==> src/rtl/mem_arbiter.sv <==
// mem_arbiter: shares one memory port between icache fills, dcache miss reads and write-queue drains,
// with write-before-read ordering and an icache starvation guard.
module mem_arbiter #(
    parameter int STARVE_LIMIT = 8
) (
    input  logic        CLK,
    input  logic        nRST,
    input  logic        iREN,
    input  logic [31:0] iaddr,
    output logic        iwait,
    output logic [31:0] iload,
    input  logic        dREN,
    input  logic [31:0] daddr,
    output logic        dwait,
    output logic [31:0] dload,
    input  logic        dqueueWEN,
    input  logic [31:0] wdaddr,
    input  logic [31:0] dstore,
    input  logic        wempty,
    input  logic        full,
    output logic        wqwait,
    output logic        ramREN,
    output logic        ramWEN,
    output logic [31:0] ramaddr,
    output logic [31:0] ramstore,
    input  logic [31:0] ramload,
    input  logic [1:0]  ramstate
);
    localparam int SW = $clog2(STARVE_LIMIT + 1);
    localparam logic [SW-1:0] LIMIT = SW'(STARVE_LIMIT);
    localparam logic [1:0] RAM_ACCESS = 2'b10;

    typedef enum logic [1:0] {IDLE, IREQ, DREQ, WREQ} state_t;

    state_t        state_q, state_d;
    logic [SW-1:0] starve_q, starve_d;
    logic [31:0]   addr_q, addr_d;
    logic [31:0]   store_q, store_d;
    logic          done;

    // ERROR and BUSY both count as not-done; only ACCESS completes a transfer
    assign done = ramstate == RAM_ACCESS;

    always_comb begin
        state_d  = state_q;
        starve_d = starve_q;
        addr_d   = addr_q;
        store_d  = store_q;
        case (state_q)
            IDLE: begin
                if (iREN && starve_q == LIMIT)  state_d = IREQ;
                else if (dqueueWEN && full)     state_d = WREQ;
                else if (dREN && wempty)        state_d = DREQ;
                else if (dqueueWEN)             state_d = WREQ;
                else if (iREN)                  state_d = IREQ;
                starve_d = (state_d == IREQ) ? '0 :
                           (iREN && starve_q != LIMIT) ? starve_q + 1'b1 : starve_q;
                addr_d   = (state_d == IREQ) ? iaddr :
                           (state_d == DREQ) ? daddr :
                           (state_d == WREQ) ? wdaddr : addr_q;
                store_d  = (state_d == WREQ) ? dstore : store_q;
            end
            IREQ:    state_d = (done || !iREN) ? IDLE : IREQ;
            DREQ:    state_d = (done || !dREN) ? IDLE : DREQ;
            default: state_d = done ? IDLE : WREQ;
        endcase
    end

    always_ff @(posedge CLK or negedge nRST) begin
        if (!nRST) begin
            state_q  <= IDLE;
            starve_q <= '0;
            addr_q   <= '0;
            store_q  <= '0;
        end else begin
            state_q  <= state_d;
            starve_q <= starve_d;
            addr_q   <= addr_d;
            store_q  <= store_d;
        end
    end

    assign ramREN   = state_q == IREQ || state_q == DREQ;
    assign ramWEN   = state_q == WREQ;
    assign ramaddr  = addr_q;
    assign ramstore = store_q;
    assign iwait    = !(state_q == IREQ && done);
    assign dwait    = !(state_q == DREQ && done);
    assign wqwait   = !(state_q == WREQ && done);
    assign iload    = ramload;
    assign dload    = ramload;
endmodule

==> config.mk <==
export PLATFORM = sky130hd
export DESIGN_NAME = mem_arbiter
export DESIGN_NICKNAME = d
export VERILOG_FILES = /design/src/rtl/mem_arbiter.sv
export SDC_FILE = /design/constraint.sdc
export NUM_CORES = 1
export LEC_CHECK = 0
export BUFFER_PORTS_ARGS = -buffer_cell sky130_fd_sc_hd__buf_2
export CORE_AREA = 2 2 118 120
export DETAILED_ROUTE_END_ITERATION = 10
export DIE_AREA = 0 0 120 122
export PLACE_DENSITY = 0.68
export SLEW_MARGIN = 20
export SYNTH_ARGS = -nofsm -noshare
export SYNTH_HDL_FRONTEND = slang
export SYNTH_SLANG_ARGS = --single-unit
==> constraint.sdc <==
create_clock -name CLK -period 2.4 [get_ports CLK]
set_input_delay 0.48 -clock CLK [delete_from_list [all_inputs] [get_ports CLK]]
set_output_delay 0.48 -clock CLK [all_outputs]
set_load 0.02 [all_outputs]
==> Word level (Yosys, flattened, before mapping) <==
Cells that the tools add are included.
{ "totals": {"reg_bits": 70, "input_bits": 169, "out_inout_bits": 133, "elab_cells": 50} }
{ "op_classes": {"addsub": 1, "eq_ne": 9, "muxes": 15, "n_reduce_logical": 21} }
{ "op_table": {"columns": ["cell", "count"], "rows": [
  ["32-bit two-way mux", 3],
  ["2-bit two-way mux", 8],
  ["2-bit equality test (second input constant)", 5],
  ["4-bit two-way mux", 2],
  ["1-bit logical AND", 7],
  ["2-bit one-hot mux with 3 select lines", 1],
  ["2-bit AND reduction", 3],
  ["1-bit logical NOT", 5],
  ["4-bit by 1-bit adder with 4-bit output (second input constant)", 1],
  ["2-bit by 1-bit equality test with 1-bit output (second input constant)", 2],
  ["4-bit equality test (second input constant)", 1],
  ["4-bit inequality test (second input constant)", 1],
  ["1-bit logical OR", 3],
  ["3-bit nonzero test", 1],
  ["2-bit logical NOT", 1],
  ["2-bit nonzero test", 1],
  ["1-bit two-way mux", 1]
]} }

==> Longest topological paths before layout <==
{ "depth": {"word_depth": 10, "ltp_mapped": 7, "mapped_depth_nobuf": 6} }

==> Least setup slack after synthesis <==
OpenSTA, ideal clock, no wires.
{ "synth_timing": {"path_kind": "input-to-reg", "from": "input port dqueueWEN", "to": "register addr_q[21], in the netlist ramaddr[21]", "setup_time_ps": 123, "t_arrival_ps": 1746, "required_ps": 2277, "slack_ps": 531, "path_stages": 6, "n_path_buf": 2, "path_cell_list": "buf_2 > a21o_1 > o21bai_2 > a21o_1 > clkbuf_1 > o221a_1"} }
{ "synth_via": {"elab_chain_cells": 8, "elab_cells_between_ends": 13, "classes_between": "eq/ne: 3; mux: 7; reduce/logical: 3"} }
{ "synth_lines": {"columns": ["element", "line", "rtl"], "rows": [
  ["start, declared", "16", "input logic dqueueWEN,"],
  ["2-bit two-way mux", "54", "else if (dqueueWEN) state_d = WREQ;"],
  ["2-bit two-way mux", "53", "else if (dREN && wempty) state_d = DREQ;"],
  ["2-bit two-way mux *", "52", "else if (dqueueWEN && full) state_d = WREQ;"],
  ["2-bit two-way mux *", "51", "if (iREN && starve_q == LIMIT) state_d = IREQ;"],
  ["2-bit two-way mux *", "49", "case (state_q)"],
  ["2-bit by 1-bit equality test with 1-bit output, or another cell as far along", "58", "addr_d = (state_d == IREQ) ? iaddr :"],
  ["3-bit nonzero test (no source line) or 32-bit two-way mux (tied branches)", null, null],
  ["2-bit AND reduction (no source line) or 32-bit two-way mux (tied branches)", null, null],
  ["end signal, assigned", "78", "addr_q <= addr_d;"],
  ["end, declared", "37", "logic [31:0] addr_q, addr_d;"]
]} }
Every way passes the cells marked *; elsewhere a longest branch is shown, timed or not. The select of a mux whose other input is x is not followed.
A chain may end at the register's enable or synchronous reset.

==> Worst setup path after layout <==
{ "layout_timing": {"from": "register starve_q[0]", "to": "register store_q[21], in the netlist ramstore[21]"} }
{ "layout_via": {"elab_chain_cells": 6} }
{ "layout_lines": {"columns": ["element", "line", "rtl"], "rows": [
  ["start, declared", "36", "logic [SW-1:0] starve_q, starve_d;"],
  ["start signal, assigned", "77", "starve_q <= starve_d;"],
  ["4-bit equality test", "51", null],
  ["1-bit logical AND", "51", null],
  ["2-bit two-way mux", "51", null],
  ["2-bit two-way mux", "49", null],
  ["2-bit equality test", "61", "store_d = (state_d == WREQ) ? dstore : store_q;"],
  ["2-bit AND reduction (no source line)", null, null],
  ["end signal, assigned", "79", "store_q <= store_d;"],
  ["end, declared", "38", "logic [31:0] store_q, store_d;"]
]} }
Every way passes these cells. The select of a mux whose other input is x is not followed.

==> impl_metrics.json <==
{
  "rr_worst_depth": 7,
  "setup_tns_ps": 0,
  "rrSetupSlack_ps": 380,
  "rr_endpoint": "ramstore[21]",
  "critPathBufInv": 2,
  "slowest_delay_ps": 410,
  "synth-edff-count": 0,
  "antenna_found_initial": 1,
  "p_leak_nw": 2.55,
  "async_flop_share_pct": 100,
  "cts.htree.levels": 3,
  "synth_area_um2": 4290,
  "path_clk_slew_ps": 60,
  "ctsRootBufferMaster": "clkbuf_16",
  "ys_seq_area_share_pct": 40.8,
  "cts_repair_resize_count": 0,
  "finalSetupViolCount": 0,
  "dieArea_um2": 14600,
  "cp_top_family": "simple AND/OR/NAND/NOR gates",
  "p_per_area_nw_per_um2": 1280,
  "dr.pass1.iters": 5,
  "sw_frac_of_total_pct": 41.3,
  "antenna_cells": 0,
  "hold_path_class": "in -> async",
  "max_freq_mhz": 495,
  "p_clk_share_pct": 18.8,
  "rows": 43,
  "syn_nets": 587,
  "synth_ff_type": "dfrtp_1",
  "ir_drop_uv": 409,
  "worst_pin_slew_ps": 903,
  "pwr-share-comb_pct": 51.0,
  "drc": 0,
  "rsz0062_at_grt": "false",
  "viasPerCell": 5.29,
  "intPower_w": 0.00404,
  "syn_to_final_growth_pct": 25.7,
  "clkLatencyLatePin_ps": 330,
  "finClkSkew_ps": 10.0,
  "maxSlewHeadroom_pct": 39.8,
  "start_util_pct": 31.8,
  "multi_input_area_um2": 1780,
  "cp_slowest_cell": "dfrtp_1",
  "grt.overflow.total": 0,
  "io_buffers": 205,
  "hold_viol_final": 0,
  "routedWlPerCell_um": 18.5,
  "grt_usage_pct": 17.9,
  "drive_above_1_share_pct": 44.5,
  "criticalPathCategory": "reg -> reg",
  "cp-startpoint": "starve_q[0]",
  "core_area_um2": 13500,
  "ant_nets": 0,
  "clk_path_buf_depth": 2,
  "cp.required_ps": 2600,
  "ys_ff_latch": 70,
  "grt_max_degree": 71,
  "crit_path_cell_trace": "inv_1 > ha_1 > nand4b_1 > o211ai_1 > nor2_2 > buf_12 > mux2_1",
  "fillers": 1345,
  "grt_pass1_vias": 3798,
  "rr_startpoint": "starve_q[0]",
  "cts-buffers-inserted": 9,
  "syn_avg_cell_area_um2": 10.4,
  "ys_types": 38,
  "layout.nets": 727,
  "crit_arrival_ps": 2220,
  "drv_slew": 0,
  "wirelength_um": 13600,
  "finalCritPeriodShare_pct": 84.2,
  "ios": 302,
  "min_period_ps": 2020,
  "vias": 3897,
  "cp_max_fo": 32,
  "cts_tree": "done",
  "post-cts-setup-buffer-count": 0,
  "final_common_cell": "buf_2",
  "drt-initial-drc-count": 256,
  "start_kind": "flip-flop",
  "die_width_um": 120,
  "grt_pass1_wl_um": 20200,
  "power_w": 0.00688,
  "power.switching_w": 0.00284,
  "cap_violations": 0,
  "pwr-share-seq_pct": 30.2,
  "register_area_um2": 1750,
  "end_kind": "flip-flop",
  "status": "finished clean",
  "die_height_um": 122,
  "clkSinkCount": 70,
  "synth_warnings": 0,
  "final_cell_mix": "buf_2, dfrtp_1, inv_1, a31oi_1",
  "hpwl_um": 10200,
  "cts_hold_buf": 0,
  "syn-instance-count": 412,
  "gp_congestion": 0.801
}
==> cell type report <==
cell class | count | share of cell area, %
Multi-Input combinational cell | 207 | 33.1
Sequential cell | 70 | 32.5
Timing Repair Buffer | 226 | 22.2
Clock buffer | 10 | 4.24
Tap cell | 180 | 4.18
Inverter | 38 | 2.64
Clock inverter | 6 | 1.16
==> power groups by stage <==
stage          Clock, W  Sequential (W)  Combinational [W]
2_1_floorplan         0         0.00275            0.00172
3_3_place_gp          0         0.00206            0.00347
3_5_place_dp          0         0.00208            0.00356
4_1_cts         0.00135         0.00208            0.00356
5_1_grt         0.00140         0.00215            0.00379
6_report        0.00130         0.00208            0.00351
==> worst max path at each step <==
stage	slack, ps	cells past startpoint	to
2_1_floorplan	530	6	ramaddr[21]
3_3_place_gp	280	6	ramaddr[14]
3_5_place_dp	230	6	ramaddr[14]
4_1_cts	370	7	ramstore[21]
5_1_grt	260	7	ramstore[21]
6_report	380	7	ramstore[21]
==> routing by layer <==
layer  track usage (%)  part of all wire (%)  vias to the layer above
li1                  -                     -                     1737
met1              21.7                    41                     1884
met2              30.7                    48                      236
met3              4.17                   8.6                       38
met4              7.35                   2.1                        2
met5                 0                 0.095                        -
==> metrics by stage <==
step	cells	setup WS [ps]	util, %	cell area, um^2	hold slack, ps
6_report	737	379	39.9	5390	284
2_1_floorplan	412	531	-	4290	184
4_1_cts	737	375	39.9	5390	318
3_5_place_dp	721	233	37.8	5100	473
5_1_grt	737	258	39.9	5390	366
3_3_place_gp	721	282	37.8	5100	463
==> state kept, by name, indices dropped and copies added, names as in the netlist <==
register	cells
starve_q	4
ramaddr	32
state_q	2
ramstore	32
==> worst register-to-register path: stages, from the launching register on <==
cell	delay (ps)
dfrtp_1	410
inv_1	70
ha_1	210
nand4b_1	260
o211ai_1	200
nor2_2	180
buf_12	220
mux2_1	370
==> cell usage after synthesis, types with 2 or more instances <==
master | number | area share, %
a21o_1 | 3 | 0.52
a21oi_1 | 3 | 0.35
a221oi_1 | 32 | 6.5
a31oi_1 | 33 | 4.8
buf_2 | 11 | 1.3
buf_4 | 64 | 11
buf_6 | 3 | 0.79
clkbuf_1 | 19 | 1.7
dfrtp_1 | 70 | 41
ha_1 | 6 | 1.7
inv_1 | 38 | 3.3
mux2_1 | 30 | 7.9
mux2_2 | 2 | 0.52
nand2_1 | 6 | 0.52
nand2b_1 | 32 | 4.7
nand4_1 | 3 | 0.44
nor2_1 | 2 | 0.18
nor2b_1 | 3 | 0.44
o21ai_0 | 2 | 0.23
o221a_1 | 32 | 8.4
==> cells by family (layout without fill, tap and decap cells) <==
logic type	after synthesis	in the layout	synth area share, %
multiplexers	33	33	8.63
AO/OA/AOI/OAI	117	117	23.4
AND/OR/NAND/NOR	51	51	7.12
flip-flops	70	70	40.8
buffers and inverters	135	280	18.3
adder cells (fa/ha/maj)	6	6	1.75
Power figures use the tool's default switching activity.
